File: config.mk
export PLATFORM = sky130hd
export DESIGN_NAME = stopwatch_display
export DESIGN_NICKNAME = d
export VERILOG_FILES = /design/src/rtl/stopwatch_pkg.sv /design/src/rtl/stopwatch_display_seg7_decoder.sv /design/src/rtl/stopwatch_display.sv
export SDC_FILE = /design/constraint.sdc
export NUM_CORES = 1
export LEC_CHECK = 0
export CAP_MARGIN = 40
export CORE_MARGIN = 2
export CORE_UTILIZATION = 50
export CTS_CLUSTER_SIZE = 8
export DETAILED_ROUTE_END_ITERATION = 10
export GPL_ROUTABILITY_DRIVEN = 0
export PLACE_DENSITY_LB_ADDON = 0.15
export SETUP_SLACK_MARGIN = 0.5
export SYNTH_ARGS = -nofsm -noshare
export SYNTH_HDL_FRONTEND = slang
export SYNTH_HIERARCHICAL = 1
export SYNTH_SLANG_ARGS = --single-unit
File: constraint.sdc
create_clock -name clock -period 5.2 [get_ports clock]
set_input_delay 0.52 -clock clock [delete_from_list [all_inputs] [get_ports clock]]
set_output_delay 0.52 -clock clock [all_outputs]
set_load 0.005 [all_outputs]
File: src/rtl/stopwatch_pkg.sv
// Shared definitions for the stopwatch display slice.
// Holds the active-low 7-segment codes ({g,f,e,d,c,b,a}), the scan digit
// positions, the field range limits, the captured-input record and a
// binary-to-two-digit split helper.
package stopwatch_pkg;

  // Active-low digit patterns, index = decimal digit
  localparam logic [6:0] SEG_DIGIT [10] = '{
    7'b1000000, 7'b1111001, 7'b0100100, 7'b0110000, 7'b0011001,
    7'b0010010, 7'b0000010, 7'b1111000, 7'b0000000, 7'b0010000
  };
  localparam logic [6:0] SEG_BLANK = 7'h7F;
  localparam logic [6:0] SEG_DASH  = 7'b0111111;

  // Scan positions, 0 = rightmost digit
  localparam logic [1:0] IDX_SEC_U = 2'd0;
  localparam logic [1:0] IDX_SEC_T = 2'd1;
  localparam logic [1:0] IDX_MIN_U = 2'd2;
  localparam logic [1:0] IDX_MIN_T = 2'd3;

  localparam logic [6:0] MAX_MIN = 7'd99;
  localparam logic [5:0] MAX_SEC = 6'd59;

  // Everything captured from the counter domain, moved as one word
  typedef struct packed {
    logic [6:0] minutes;
    logic [5:0] seconds;
    logic       adj;
    logic       sel;
  } ctrl_t;

  // Split a 0..99 value into {tens, units}; larger values are shown as
  // dashes by the caller, so their digits are never displayed.
  function automatic logic [7:0] split_bcd(input logic [6:0] v);
    return {4'(v / 7'd10), 4'(v % 7'd10)};
  endfunction

endpackage

File: src/rtl/stopwatch_display_seg7_decoder.sv
// Combinational 7-segment decoder.
// Ports: value - 4-bit digit (0..9); dash - show a centre bar;
//        blank - all segments off (wins over dash); seg - {g..a}, active-low.
// Values above 9 fall back to blank.
module stopwatch_display_seg7_decoder
  import stopwatch_pkg::*;
(
  input  logic [3:0] value,
  input  logic       dash,
  input  logic       blank,
  output logic [6:0] seg
);

  // Pattern selection: blank, then dash, then digit lookup
  always_comb begin
    seg = SEG_BLANK;
    if (blank) begin
      seg = SEG_BLANK;
    end else if (dash) begin
      seg = SEG_DASH;
    end else begin
      case (value)
        4'd0:    seg = SEG_DIGIT[0];
        4'd1:    seg = SEG_DIGIT[1];
        4'd2:    seg = SEG_DIGIT[2];
        4'd3:    seg = SEG_DIGIT[3];
        4'd4:    seg = SEG_DIGIT[4];
        4'd5:    seg = SEG_DIGIT[5];
        4'd6:    seg = SEG_DIGIT[6];
        4'd7:    seg = SEG_DIGIT[7];
        4'd8:    seg = SEG_DIGIT[8];
        4'd9:    seg = SEG_DIGIT[9];
        default: seg = SEG_BLANK;
      endcase
    end
  end

endmodule

File: src/rtl/stopwatch_display.sv
// Stopwatch 4-digit multiplexed display driver (common anode, active-low).
// Ports: clock, rst (async, active-high); minutes[6:0], seconds[5:0], adj, sel
//        from the slow counter domain; seg[6:0] {g..a}, an[3:0] (an[0] =
//        rightmost), dp - all active-low and registered.
// Inputs pass two sample stages; the shadow copy only takes a value seen
// unchanged in both stages, so a single-cycle glitch is never displayed.
// Digit order: seconds units, seconds tens, minutes units, minutes tens.
// In adjust mode the selected field is blanked while blink_phase is 1.
module stopwatch_display
  import stopwatch_pkg::*;
#(
  parameter int CLK_HZ   = 100000000,
  parameter int SCAN_HZ  = 1000,
  parameter int BLINK_HZ = 2
) (
  input  logic       clock,
  input  logic       rst,
  input  logic [6:0] minutes,
  input  logic [5:0] seconds,
  input  logic       adj,
  input  logic       sel,
  output logic [6:0] seg,
  output logic [3:0] an,
  output logic       dp
);

  localparam int SCAN_DIV  = CLK_HZ / SCAN_HZ;
  localparam int BLINK_DIV = CLK_HZ / (2 * BLINK_HZ);
  localparam int SCAN_W    = (SCAN_DIV > 1) ? $clog2(SCAN_DIV) : 1;
  localparam int BLINK_W   = (BLINK_DIV > 1) ? $clog2(BLINK_DIV) : 1;
  localparam logic [SCAN_W-1:0]  SCAN_TC  = SCAN_W'(SCAN_DIV - 1);
  localparam logic [BLINK_W-1:0] BLINK_TC = BLINK_W'(BLINK_DIV - 1);

  ctrl_t              in_s;
  ctrl_t              s1_r;
  ctrl_t              s2_r;
  ctrl_t              shadow_r;
  logic [SCAN_W-1:0]  scan_cnt_r;
  logic [1:0]         idx_r;
  logic [BLINK_W-1:0] blink_cnt_r;
  logic               blink_phase_r;
  logic [6:0]         seg_r;
  logic [3:0]         an_r;
  logic               dp_r;

  logic [7:0]         sec_bcd_s;
  logic [7:0]         min_bcd_s;
  logic               sec_oor_s;
  logic               min_oor_s;
  logic [3:0]         digit_s;
  logic               dash_s;
  logic               blank_s;
  logic [6:0]         seg_next_s;
  logic [3:0]         an_next_s;
  logic               dp_next_s;

  assign in_s = {minutes, seconds, adj, sel};

  // Two-stage sampling plus stability-qualified shadow load
  always_ff @(posedge clock or posedge rst) begin
    if (rst) begin
      s1_r     <= '0;
      s2_r     <= '0;
      shadow_r <= '0;
    end else begin
      s1_r <= in_s;
      s2_r <= s1_r;
      if (s1_r == s2_r) begin
        shadow_r <= s2_r;
      end
    end
  end

  // Scan prescaler and digit index rotation
  always_ff @(posedge clock or posedge rst) begin
    if (rst) begin
      scan_cnt_r <= '0;
      idx_r      <= 2'd0;
    end else if (scan_cnt_r == SCAN_TC) begin
      scan_cnt_r <= '0;
      idx_r      <= idx_r + 2'd1;
    end else begin
      scan_cnt_r <= scan_cnt_r + 1'b1;
    end
  end

  // Blink prescaler and phase toggle
  always_ff @(posedge clock or posedge rst) begin
    if (rst) begin
      blink_cnt_r   <= '0;
      blink_phase_r <= 1'b0;
    end else if (blink_cnt_r == BLINK_TC) begin
      blink_cnt_r   <= '0;
      blink_phase_r <= ~blink_phase_r;
    end else begin
      blink_cnt_r <= blink_cnt_r + 1'b1;
    end
  end

  assign sec_bcd_s = split_bcd({1'b0, shadow_r.seconds});
  assign min_bcd_s = split_bcd(shadow_r.minutes);
  assign sec_oor_s = (shadow_r.seconds > MAX_SEC);
  assign min_oor_s = (shadow_r.minutes > MAX_MIN);

  // Digit value and dash flag for the current scan position
  always_comb begin
    digit_s = 4'd0;
    dash_s  = 1'b0;
    case (idx_r)
      IDX_SEC_U: begin digit_s = sec_bcd_s[3:0]; dash_s = sec_oor_s; end
      IDX_SEC_T: begin digit_s = sec_bcd_s[7:4]; dash_s = sec_oor_s; end
      IDX_MIN_U: begin digit_s = min_bcd_s[3:0]; dash_s = min_oor_s; end
      IDX_MIN_T: begin digit_s = min_bcd_s[7:4]; dash_s = min_oor_s; end
      default:   begin digit_s = 4'd0;           dash_s = 1'b1;      end
    endcase
  end

  // Blanking of the field under adjustment during the blink-off phase
  always_comb begin
    blank_s = 1'b0;
    if (shadow_r.adj && blink_phase_r) begin
      if (shadow_r.sel) begin
        blank_s = (idx_r == IDX_SEC_U) || (idx_r == IDX_SEC_T);
      end else begin
        blank_s = (idx_r == IDX_MIN_U) || (idx_r == IDX_MIN_T);
      end
    end else begin
      blank_s = 1'b0;
    end
  end

  stopwatch_display_seg7_decoder u_dec (
    .value (digit_s),
    .dash  (dash_s),
    .blank (blank_s),
    .seg   (seg_next_s)
  );

  // Anode and separator for the current slot
  always_comb begin
    an_next_s = 4'b1111;
    dp_next_s = 1'b1;
    if (blank_s) begin
      an_next_s = 4'b1111;
      dp_next_s = 1'b1;
    end else begin
      an_next_s = ~(4'b0001 << idx_r);
      dp_next_s = (idx_r == IDX_MIN_U) ? 1'b0 : 1'b1;
    end
  end

  // Registered display outputs, reloaded every cycle
  always_ff @(posedge clock or posedge rst) begin
    if (rst) begin
      seg_r <= SEG_BLANK;
      an_r  <= 4'b1111;
      dp_r  <= 1'b1;
    end else begin
      seg_r <= seg_next_s;
      an_r  <= an_next_s;
      dp_r  <= dp_next_s;
    end
  end

  assign seg = seg_r;
  assign an  = an_r;
  assign dp  = dp_r;

endmodule

==> impl_metrics.json, run 1 <==
{
  "hold_class": "flop to flop",
  "clk_pin_slew_ns": 0.10,
  "num_io_pins": 29,
  "cts_sinks": 101,
  "drv_slew": 0,
  "start_util_pct": 51.78,
  "cell_internal_pwr_uw": 1096,
  "grt.total_usage_pct": 18.19,
  "fp.dieW_um": 102.1,
  "comb_power_share_pct": 3.1,
  "crit_chain": "inv_1 > ha_4 > buf_4 > nor2b_1 > a31oi_1 > o21ai_1 > nor3_1 > o21a_1 > ha_1 > o311ai_1 > and2_1 > a211o_1 > o32ai_2 > xnor2_1 > a21oi_2 > inv_1 > ha_1 > nand2_1 > o21ai_0 > o21ai_0",
  "synth_nets": 459,
  "drv_cap": 0,
  "yosysMostFrequentCell": "dfrtp_1",
  "ys_seq_area_share_pct": 52.86,
  "finalWirelength_um": 8419,
  "skew_ns": 0.01085,
  "ctsHoldBuffers": 0,
  "synth-edff-count": 0,
  "synth-main-ff-cell": "dfrtp_1",
  "p_sw_share_pct": 22.09,
  "dpl.hpwl_um": 5960,
  "postRouteAntennaNets": 0,
  "rows": 35,
  "relSlewSlack_pct": 59.15,
  "dr.pass1.iters": 6,
  "worst-path-buf-inv": 3,
  "power.leakage_uw": 0.002333,
  "worst_pin_slew_ns": 0.5974,
  "p_switching_uw": 311.0,
  "critPathCaptureType": "flop",
  "dieArea_um2": 10410,
  "grt_start_max_net_pins": 54,
  "cp.required_ns": 5.49,
  "vias": 3179,
  "status": "complete, no violations",
  "fmax_mhz": 237.3,
  "grt_pass1_wl_um": 14960,
  "htreeDepth": 3,
  "num-fill-cells": 803,
  "root_buffer": "clkbuf_8",
  "hold_viol_final": 0,
  "cts_tree": "built",
  "critPathSlowestCell": "dfrtp_1",
  "setup_tns_ns": 0,
  "via_per_inst": 5.325,
  "synth_area_um2": 4807,
  "area_growth_pct": 14.00,
  "drc": 0,
  "antenna_found_initial": 0,
  "yosys.area.top_type": "dfrtp_1",
  "cp_slowest_stage_delay_ns": 0.41,
  "core_area_um2": 9284,
  "drt_iter0_markers": 124,
  "irDropWorstVdd_uv": 181.6,
  "post-route-util_pct": 59.03,
  "period_needed_ns": 4.214,
  "power_frac_clock_pct": 39.6,
  "clk-insertion-delay-late_ns": 0.36,
  "synth_area_leaders": "dfrtp_1 (47%), xnor2_1 (6.2%), dfstp_2 (6.0%)",
  "path_max_fanout": 12,
  "clk_path_buf_depth": 2,
  "powerDensity_nw_per_um2": 256.8,
  "synth.distinct_cells": 60,
  "diodes": 0,
  "drive_above_1_share_pct": 14.32,
  "wire_per_inst_um": 14.10,
  "port_buffers": 28,
  "cts_made_buffers": 9,
  "fin_nets": 492,
  "synth_common_cells": "dfrtp_1 (90), nor2_1 (46), xnor2_1 (34)",
  "ys_ff_latch": 101,
  "synth-async-reset-ratio_pct": 100.0,
  "netlist.area_leader.share_pct": 46.85,
  "worstSetupPathType": "flop to flop",
  "die_h_um": 102.1,
  "grt_overflow": 0,
  "setup_violations": 0,
  "grt_pass1_vias": 3206,
  "fin_crit_sh_pct": 81.04,
  "ys_warn_count": 6,
  "synth.avg_cell_area_um2": 11.18,
  "seq_power_share_pct": 57.3,
  "crit_family": "compound AO/OA/AOI/OAI gates",
  "arrival_ns": 4.50,
  "netlist_instances": 430,
  "critPathLaunchType": "flop",
  "rsz0062_at_grt": "false"
}
[power by group through the flow]
stage | registers, uW | clock network (uW) | logic (uW)
finish | 807 | 557 | 43.1
floorplan | 820 | 0 | 25.2
global route | 809 | 606 | 49.5
detailed placement | 823 | 0 | 44.8
CTS | 808 | 577 | 44.9
global placement | 822 | 0 | 44.0
[layout make-up]
cell class	count	area, um^2	area share [%]
tap	129	161.4	2.945
clock buffer	9	123.9	2.260
multi-input combinational	307	2182	39.82
sequential	101	2541	46.37
clock inverter	7	102.6	1.872
timing repair buffer	34	329.1	6.005
inverter	10	40.04	0.7306
[through the flow]
stage                     setup slack [ns]  hold WS [ns]  power (uW)  instance area, um^2  cells
after global placement              0.8829        0.3802       866.4                 5197    578
after CTS                           0.5680        0.3993        1429                 5441    595
after floorplan                      1.248        0.3727       845.0                 4807    430
after global routing                0.5448        0.4143        1465                 5480    597
final                               0.9861        0.3919        1407                 5480    597
after detailed placement            0.5198        0.3817       867.5                 5209    579
[what timing repair did]
item | CTS | global route
setup buffers | 0 | 2
endpoints found under the setup margin | 1 | 7
resized for setup | 1 | 5
pin swaps | 0 | 1
[state kept, by name, indices dropped and copies added, names as in the netlist]
name,cells
an,4
scan_cnt_r,17
idx_r,2
s1_r,15
blink_phase_r,1
s2_r,15
seg,7
blink_cnt_r,25
shadow_r,15
[cell usage in the layout (no fill, tap or decap), types with 3 or more instances in the layout]
cell type,netlist,routed
a31oi_1,6,6
buf_4,3,5
clkdlybuf4s50_1,0,28
xor2_1,22,22
and4_1,5,5
nand3_1,21,21
nand2_1,27,27
xnor2_1,34,34
nor2b_1,9,9
clkbuf_8,0,9
inv_1,10,9
o21ai_1,5,5
a21oi_1,6,5
dfrtp_1,90,90
inv_6,0,3
mux2i_1,6,6
ha_1,12,11
mux2_2,18,18
o21a_1,5,5
nand2b_1,4,4
and3_1,7,7
o21ai_0,13,13
nand4_1,11,11
dfstp_2,11,11
nor3_1,6,6
and2_1,3,3
nor2_1,46,46
[kinds of logic after synthesis]
family          share of synthesized area (%)
buf+inv                                 2.369
compound gates                          7.887
flops                                   52.86
simple gates                            17.78
mux                                     5.778
fa+ha+maj                               3.123
xor+xnor                                10.20
[worst paths after layout]
path / start / to / slack, ns / depth (start not counted)
max in group asynchronous: rst / s1_r[6]$_DFF_PP0_ / 3.56 / 3
worst max-delay path: idx_r[0]$_DFFE_PP0N_ / seg[3]$_DFF_PP1_ / 0.99 / 20
min in group asynchronous: rst / s1_r[10]$_DFF_PP0_ / 0.60 / 2
worst min register to register: s1_r[5]$_DFF_PP0_ / s2_r[5]$_DFF_PP0_ / 0.39 / 0
worst min-delay path: s1_r[5]$_DFF_PP0_ / s2_r[5]$_DFF_PP0_ / 0.39 / 0
worst max register to register: idx_r[0]$_DFFE_PP0N_ / seg[3]$_DFF_PP1_ / 0.99 / 20
[metal layers]
metal	GRT usage [%]	wire length, um
met1	24.37	3893
met2	29.86	4153
met3	3.830	250
met4	5.846	122
met5	0	0
(Power assumes the default switching activity.)
==> run 2, diff against run 1 <==
clock period = 3.7 ns   (was 5.2 ns; I/O delays follow)
==> run 2 against run 1 <==
Hold slack better by 0.0055 ns; routed wire length is 5.1% higher; highest routed layer unchanged; global-route usage is 0.56 points higher; sequential cell count stayed put; largest cell class unchanged; combinational power is 47% higher; largest power group unchanged; core utilization is 2.5 points higher.
==> impl_metrics.json, run 2 (synthesized netlist as in run 1, its figures left out) <==
{
  "antenna_found_initial": 0,
  "core_area_um2": 9284,
  "fmax_mhz": 275.0,
  "grt_pass1_vias": 3356,
  "start_util_pct": 51.78,
  "arrival_ns": 3.92,
  "cp.required_ns": 3.98,
  "area_growth_pct": 18.87,
  "setup_tns_ns": 0,
  "diodes": 0,
  "clk_pin_slew_ns": 0.11,
  "powerDensity_nw_per_um2": 325.7,
  "grt_pass1_wl_um": 15490,
  "relSlewSlack_pct": 41.22,
  "power_uw": 1861,
  "drv_cap": 0,
  "wire_per_inst_um": 14.31,
  "ctsHoldBuffers": 0,
  "num_io_pins": 29,
  "hold_viol_final": 0,
  "worstReg2RegEnd": "seg[0]$_DFF_PP1_",
  "vias": 3272,
  "grt_start_max_net_pins": 69,
  "rsz0062_at_grt": "true",
  "grt.total_usage_pct": 18.75,
  "fin_area_um2": 5714,
  "largest_register_ffs": 25,
  "clk_path_buf_depth": 2,
  "power.leakage_uw": 0.002462,
  "clk-insertion-delay-late_ns": 0.36,
  "drc": 0,
  "die_h_um": 102.1,
  "fin_crit_sh_pct": 98.28,
  "num-fill-cells": 766,
  "hp-start": "s1_r[0]$_DFF_PP0_",
  "worst_pin_slew_ns": 0.8595,
  "dpl.hpwl_um": 6201,
  "fp.dieW_um": 102.1,
  "critical_path.startpoint": "idx_r[0]$_DFFE_PP0N_",
  "dr.pass1.iters": 4,
  "r2r_cells": 17,
  "path_max_fanout": 6,
  "skew_ns": 0.01741,
  "finalWirelength_um": 8845,
  "via_per_inst": 5.294,
  "worstSetupEndpoint": "seg[0]$_DFF_PP1_",
  "place_area_um2": 5353,
  "setup_violations": 0,
  "drive_above_1_share_pct": 21.27,
  "layout_commonest_cell": "dfrtp_1",
  "largest-register": "blink_cnt_r",
  "rows": 35,
  "drt_iter0_markers": 171,
  "layout_common_cells": "dfrtp_1 (88), nor2_1 (46), xnor2_1 (33)",
  "htreeDepth": 3,
  "period_needed_ns": 3.636,
  "critPathLaunchType": "flop",
  "cts_tree": "built",
  "status": "complete, no violations",
  "irDropWorstVdd_uv": 234.4,
  "cts_made_buffers": 9,
  "drv_slew": 0,
  "fin_nets": 513,
  "postRouteAntennaNets": 0,
  "grt_overflow": 0,
  "regToRegSetupSlack_ns": 0.06,
  "port_buffers": 28,
  "dieArea_um2": 10410,
  "cts_sinks": 101,
  "top_regs": "blink_cnt_r x25, scan_cnt_r x17",
  "hold_class": "flop to flop",
  "critPathCaptureType": "flop",
  "worstSetupPathType": "flop to flop",
  "root_buffer": "clkbuf_8",
  "r2r-start": "idx_r[0]$_DFFE_PP0N_"
}
run 2: through the flow:
stage	instances	hold WS (ns)	utilization (%)	worst slack (ns)
final	618	0.3974	61.55	0.06366
after global routing	618	0.4069	61.55	-0.1399
after CTS	614	0.4058	60.75	0.09068
after detailed placement	592	0.3803	57.66	-0.03238
after global placement	592	0.3805	57.66	0.08528
after floorplan	430	0.3727	-	0.1967
run 2: repair_timing:
action | CTS | global route
pin swaps | 7 | 9
buffers inserted | 6 | 4
resized for setup | 11 | 12
endpoints found under the setup margin | 7 | 7
endpoints found under the hold margin | 0 | 0
run 2: worst max-delay path, cell delays in order, from the launching register on:
cell,delay (ns)
dfrtp_1,0.40
inv_2,0.08
ha_4,0.17
nand2_2,0.06
or4_4,0.48
o21a_1,0.13
nand3_1,0.09
o21a_1,0.18
ha_4,0.17
o311ai_4,0.10
and2_4,0.16
a211o_1,0.26
o32ai_4,0.36
mux2_4,0.35
a21oi_4,0.18
buf_6,0.14
mux2i_1,0.20
o21ai_1,0.08
run 2: per-layer routing:
metal / part of all wire, % / wire length [um] / GRT usage (%)
met1: 46 / 4047 / 24.68
met2: 50 / 4446 / 31.88
met3: 2.6 / 230 / 3.146
met4: 1.4 / 121 / 6.051
met5: 0 / 0 / 0
run 2: where the power goes:
group          leakage (uW)  total, uW  switching (uW)  internal (uW)
combinational       0.00109       63.3            31.8           31.6
clock             0.0000967        663             403            260
sequential          0.00127       1130            13.2           1120
total               0.00246       1860             448           1410
run 2: how the worst min path moves through the flow:
| stage | cells past startpoint | endpoint | slack (ns) |
|---|---|---|---|
| 2_1_floorplan | 0 | s2_r[0]$_DFF_PP0_ | 0.37 |
| 3_3_place_gp | 0 | s2_r[5]$_DFF_PP0_ | 0.38 |
| 3_5_place_dp | 0 | s2_r[11]$_DFF_PP0_ | 0.38 |
| 4_1_cts | 0 | s2_r[0]$_DFF_PP0_ | 0.41 |
| 5_1_grt | 1 | s1_r[6]$_DFF_PP0_ | 0.41 |
| 6_report | 0 | s2_r[0]$_DFF_PP0_ | 0.40 |
run 2: layout make-up:
class / instances / area (um^2) / area share, %
clock buffers: 9 / 123.9 / 2.168
inverters: 10 / 40.04 / 0.7007
well taps: 129 / 161.4 / 2.825
clock inverters: 7 / 63.81 / 1.117
multi-input cells: 307 / 2287 / 40.03
flip-flops and latches: 101 / 2544 / 44.52
repair buffers: 55 / 494.2 / 8.649
